**src/rtl/instr_mem_loader_pkg.sv**
```systemverilog
// instr_mem_loader_pkg: shared FSM states and data widths for the program loader
package instr_mem_loader_pkg;
    localparam int INSTR_W = 16;
    localparam int BYTE_W = 8;
    typedef enum logic [2:0] {
        IDLE   = 3'd0,
        LOAD   = 3'd1,
        WR_LO  = 3'd2,
        WR_HI  = 3'd3,
        FINISH = 3'd4
    } state_t;
endpackage

```
**src/rtl/instr_mem_loader.sv**
```systemverilog
// instr_mem_loader: streams 16-bit words into byte-addressed instruction memory, stalling then killing the CPU
module instr_mem_loader
    import instr_mem_loader_pkg::*;
#(
    parameter int ADDR_WIDTH = 16,
    parameter int MEM_BYTES = 256,
    parameter int START_ADDR = 0
) (
    input  logic                  clk,
    input  logic                  reset,
    input  logic                  start,
    input  logic                  in_valid,
    input  logic [INSTR_W-1:0]    in_word,
    input  logic                  in_last,
    output logic                  in_ready,
    output logic                  wr_en,
    output logic [ADDR_WIDTH-1:0] wr_addr,
    output logic [BYTE_W-1:0]     wr_data,
    output logic                  cpu_stall,
    output logic                  cpu_kill,
    output logic                  done,
    output logic                  overflow,
    output logic [ADDR_WIDTH-1:0] word_count
);
    localparam logic [ADDR_WIDTH-1:0] LAST_WORD = ADDR_WIDTH'(MEM_BYTES - 2);
    state_t state;
    logic [ADDR_WIDTH-1:0] ptr;
    logic [INSTR_W-1:0] word;
    logic last;
    always_ff @(posedge clk) begin
        if (reset) begin
            state <= IDLE;
            ptr <= '0;
            word <= '0;
            last <= 1'b0;
            overflow <= 1'b0;
            word_count <= '0;
        end else begin
            case (state)
                IDLE: if (start) begin
                    ptr <= ADDR_WIDTH'(START_ADDR);
                    word_count <= '0;
                    overflow <= 1'b0;
                    state <= LOAD;
                end
                LOAD: if (in_valid) begin
                    word <= in_word;
                    last <= in_last;
                    // a word past the end is dropped so ptr can never wrap
                    overflow <= ptr > LAST_WORD;
                    state <= ptr > LAST_WORD ? FINISH : WR_LO;
                end
                WR_LO: state <= WR_HI;
                WR_HI: begin
                    ptr <= ptr + ADDR_WIDTH'(2);
                    word_count <= word_count + ADDR_WIDTH'(1);
                    state <= last ? FINISH : LOAD;
                end
                FINISH: state <= IDLE;
                default: state <= IDLE;
            endcase
        end
    end
    always_comb begin
        in_ready = state == LOAD;
        wr_en = state == WR_LO || state == WR_HI;
        wr_addr = state == WR_LO ? ptr : state == WR_HI ? ptr + ADDR_WIDTH'(1) : '0;
        wr_data = state == WR_LO ? word[BYTE_W-1:0] : state == WR_HI ? word[INSTR_W-1:BYTE_W] : '0;
        cpu_stall = state != IDLE;
        cpu_kill = state == FINISH;
        done = state == FINISH;
    end
endmodule

```
**config.mk**
```make
export PLATFORM = sky130hd
export DESIGN_NAME = instr_mem_loader
export DESIGN_NICKNAME = d
export VERILOG_FILES = /design/src/rtl/instr_mem_loader_pkg.sv /design/src/rtl/instr_mem_loader.sv
export SDC_FILE = /design/constraint.sdc
export NUM_CORES = 1
export LEC_CHECK = 0
export BUFFER_PORTS_ARGS = -buffer_cell sky130_fd_sc_hd__buf_2
export CELL_PAD_IN_SITES_DETAIL_PLACEMENT = 1
export CELL_PAD_IN_SITES_GLOBAL_PLACEMENT = 1
export CORE_MARGIN = 10
export CORE_UTILIZATION = 30
export DETAILED_ROUTE_END_ITERATION = 10
export PLACE_DENSITY = 0.7
export SYNTH_ARGS = -nofsm -noshare
export SYNTH_HDL_FRONTEND = slang
export SYNTH_SLANG_ARGS = --single-unit
```
**constraint.sdc**
```tcl
create_clock -name clk -period 1.9 [get_ports clk]
set_input_delay 0.38 -clock clk [delete_from_list [all_inputs] [get_ports clk]]
set_output_delay 0.38 -clock clk [all_outputs]
set_load 0.02 [all_outputs]
```
==> results.yml <==
outcome:
  status: "completed"
synthesis:
  syn_area_um2: 2718
  synth_top_area_frac: 0.3831
  synth_top_cell_by_area: "dfxtp_1"
  synth-seq-cells: 52
  netlist_top_cells_area: "dfxtp_1 (38%), nand2_1 (7.7%), a21oi_1 (7.0%)"
  ys_types: 48
  syn-num-nets: 350
  synth.avg_cell_area_um2: 8.311
  ys_warn_count: 0
  synthCells: 327
  ys_seq_area_frac: 0.3831
cells_and_area:
  diodes: 0
  layout-drive-gt1-share: 0.2952
  design_area_um2: 3272
  fillers: 1095
  finalNetCount: 415
  final_cell_mix: "buf_2 (65), nand2_1 (56), dfxtp_1 (50)"
  multi_input_area_um2: 1536
  fin_cells: 501
  area_growth_pct: 20.40
  layout_commonest_cell: "buf_2"
  seqCellArea_um2: 1046
cts:
  cts_sinks: 52
  numCtsBuffers: 5
  clk_pin_slew_ns: 0.10
  clock_latency_ns: 0.31
  cts_root_buffer: "clkbuf_8"
  cts_buffer_depth: 2
  cts_tree: "done"
  cts_max_level: 2
sta:
  skew_ns: 0.01238
  worstMarginPinSlew_ns: 0.5997
  final_max_slew_viol_count: 0
  timing.fmax_ghz: 0.5561
  final.min_clock_period_ns: 1.798
  slew_headroom: 0.6002
  period_share: 0.9464
  finalSetupViolations: 0
  rsz0062_at_grt: "no"
  fin_tns_setup_ns: 0
  hold_viol_final: 0
die:
  num_rows: 34
  die_y_um: 115.2
  start_util: 0.3101
  die_area_um2: 13270
  ioPinCount: 67
  core_um2: 8763
  die_w_um: 115.2
place:
  dp_cells: 493
  io_buffers: 66
  placed_cell_area_um2: 3159
  dpl.hpwl_um: 6000
  place.gp.congestion: 0.7426
route:
  finalWirelength_um: 8082
  drcViolationCount: 0
  viasPerCell: 5.146
  wl_per_cell_um: 16.13
  antenna_left: 0
  vias: 2578
  drtIter0Drc: 153
  dr.pass1.iters: 4
worst_setup_path:
  slowest_stage: "dfxtp_4"
  cp_cell_sequence: "nand3b_4, inv_4, buf_2"
  critPathRequiredTime_ns: 1.52
  startpoint_type: "register"
  rr_startpoint: "state[2]$_SDFFE_PP0P_"
  reg2regPathDepth: 5
  worstPathMaxFanout: 17
  rrSetupSlack_ns: 0.20
  timing.rr.end: "word_count[15]$_SDFFE_PP0P_"
  critPathKind: "register to output port"
  cpPeakStageDelay_ns: 0.40
  end_kind: "output port"
  cp_data_arrival_time_ns: 1.42
global_route:
  antenna_found_initial: 0
  grt_pass1_vias: 2653
  grt_max_degree: 32
  grt_pass1_wl_um: 13150
  grt_usage: 0.1207
  grt_overflow: 0
hold_path:
  hold_start: "in_word[7]"
  min_path_type: "primary input to register"
  hold_path_end: "word[7]$_SDFFE_PP0P_"
  min_delay_path_depth: 3
flow_run:
  maxCapViolCount: 0
power_and_ir_drop:
  p_per_area_nw_per_um2: 618.7
  peakVddDrop_uv: 408.1
  p_leak_nw: 1.367
-- synth_stat cells (all sizes together) --
cell type / count
o211ai: 2
o2111ai: 1
nor4: 5
or4b: 1
nor2: 30
a2111oi: 2
a21oi: 38
or4: 4
o21ai: 7
mux2i: 8
a31o: 4
a211oi: 1
nand3b: 5
a21o: 2
mux2: 11
clkbuf: 11
nand3: 9
nand2b: 1
and3: 4
nand4: 5
nor3b: 7
buf: 12
o311ai: 2
o21a: 1
a31oi: 1
o41ai: 2
a41oi: 2
and4: 3
ha: 2
inv: 4
and2: 17
nand4b: 4
or3: 2
dfxtp: 52
nor3: 7
xnor2: 1
nor4b: 1
nand2: 56
-- per-layer routing --
| metal | vias to the layer above | track usage | part of all wire |
|---|---|---|---|
| li1 | 1285 | - | - |
| met1 | 1253 | 0.1419 | 0.45 |
| met2 | 33 | 0.2125 | 0.50 |
| met3 | 7 | 0.02396 | 0.035 |
| met4 | 0 | 0.04208 | 0.014 |
| met5 | - | 0 | 0 |
-- stage by stage --
stage                     setup slack, ns    util  total power [mW]  hold WS [ns]
after floorplan                   0.01099       -             1.314        0.4357
after global placement            0.09542  0.3605             1.385        0.4423
after detailed placement          0.04806  0.3605             1.389        0.4519
after CTS                         0.03018  0.3708             2.055        0.2769
after global routing             0.002055  0.3734             2.120        0.2837
final                              0.1018  0.3734             2.024        0.2887
-- power breakdown --
part / switching, mW / internal (mW) / leakage, nW
clock network: 0.396 / 0.263 / 0.0414
logic: 0.150 / 0.0897 / 0.904
registers: 0.0150 / 1.11 / 0.421
-- worst max-delay path by stage --
stage                          startpoint             endpoint  slack [ns]  depth (start not counted)
finish              state[2]$_SDFFE_PP0P_           wr_addr[0]        0.10                          3
global route        state[2]$_SDFFE_PP0P_           wr_data[5]       0.002                          5
CTS                 state[0]$_SDFFE_PP0P_             in_ready        0.03                          3
detailed placement  state[2]$_SDFFE_PP0P_  ptr[7]$_SDFFE_PP0P_        0.05                          5
global placement    state[2]$_SDFFE_PP0P_  ptr[7]$_SDFFE_PP0P_         0.1                          5
floorplan           state[0]$_SDFFE_PP0P_                 done        0.01                          4
-- critical path: cells and delay by family, from the launching register on --
kind | cells | cell delay [ns]
buf+inv | 2 | 0.37
flops | 1 | 0.40
simple gates | 1 | 0.32
-- area by class of cell --
class                   instances  share of cell area
clock buffers                   6             0.02218
clock inverters                 2            0.004971
inverters                       4            0.006119
multi-input cells             248              0.4696
flip-flops and latches         52              0.3197
well taps                     108             0.04130
repair buffers                 81              0.1361
-- cell families (layout without fill, tap and decap cells) --
family / after synthesis / after routing / synth area share
simple gates: 161 / 161 / 0.3301
compound gates: 65 / 65 / 0.1437
flops: 52 / 52 / 0.3831
buf+inv: 27 / 93 / 0.05571
mux: 19 / 19 / 0.07505
fa+ha+maj: 2 / 2 / 0.009207
xor+xnor: 1 / 1 / 0.003223
-- state kept, by name, summed over array words and instances (netlist names) --
name        flops
overflow        1
word           16
word_count     16
ptr            15
state           3
last            1
-- what timing repair did --
item                                    in CTS  in global routing
endpoints found under the setup margin      24                 28
cloned                                       0                  0
hold buffers                                 0                  0
setup buffers                                0                  0
resized for setup                            2                  9
Power figures use the tool's default switching activity.
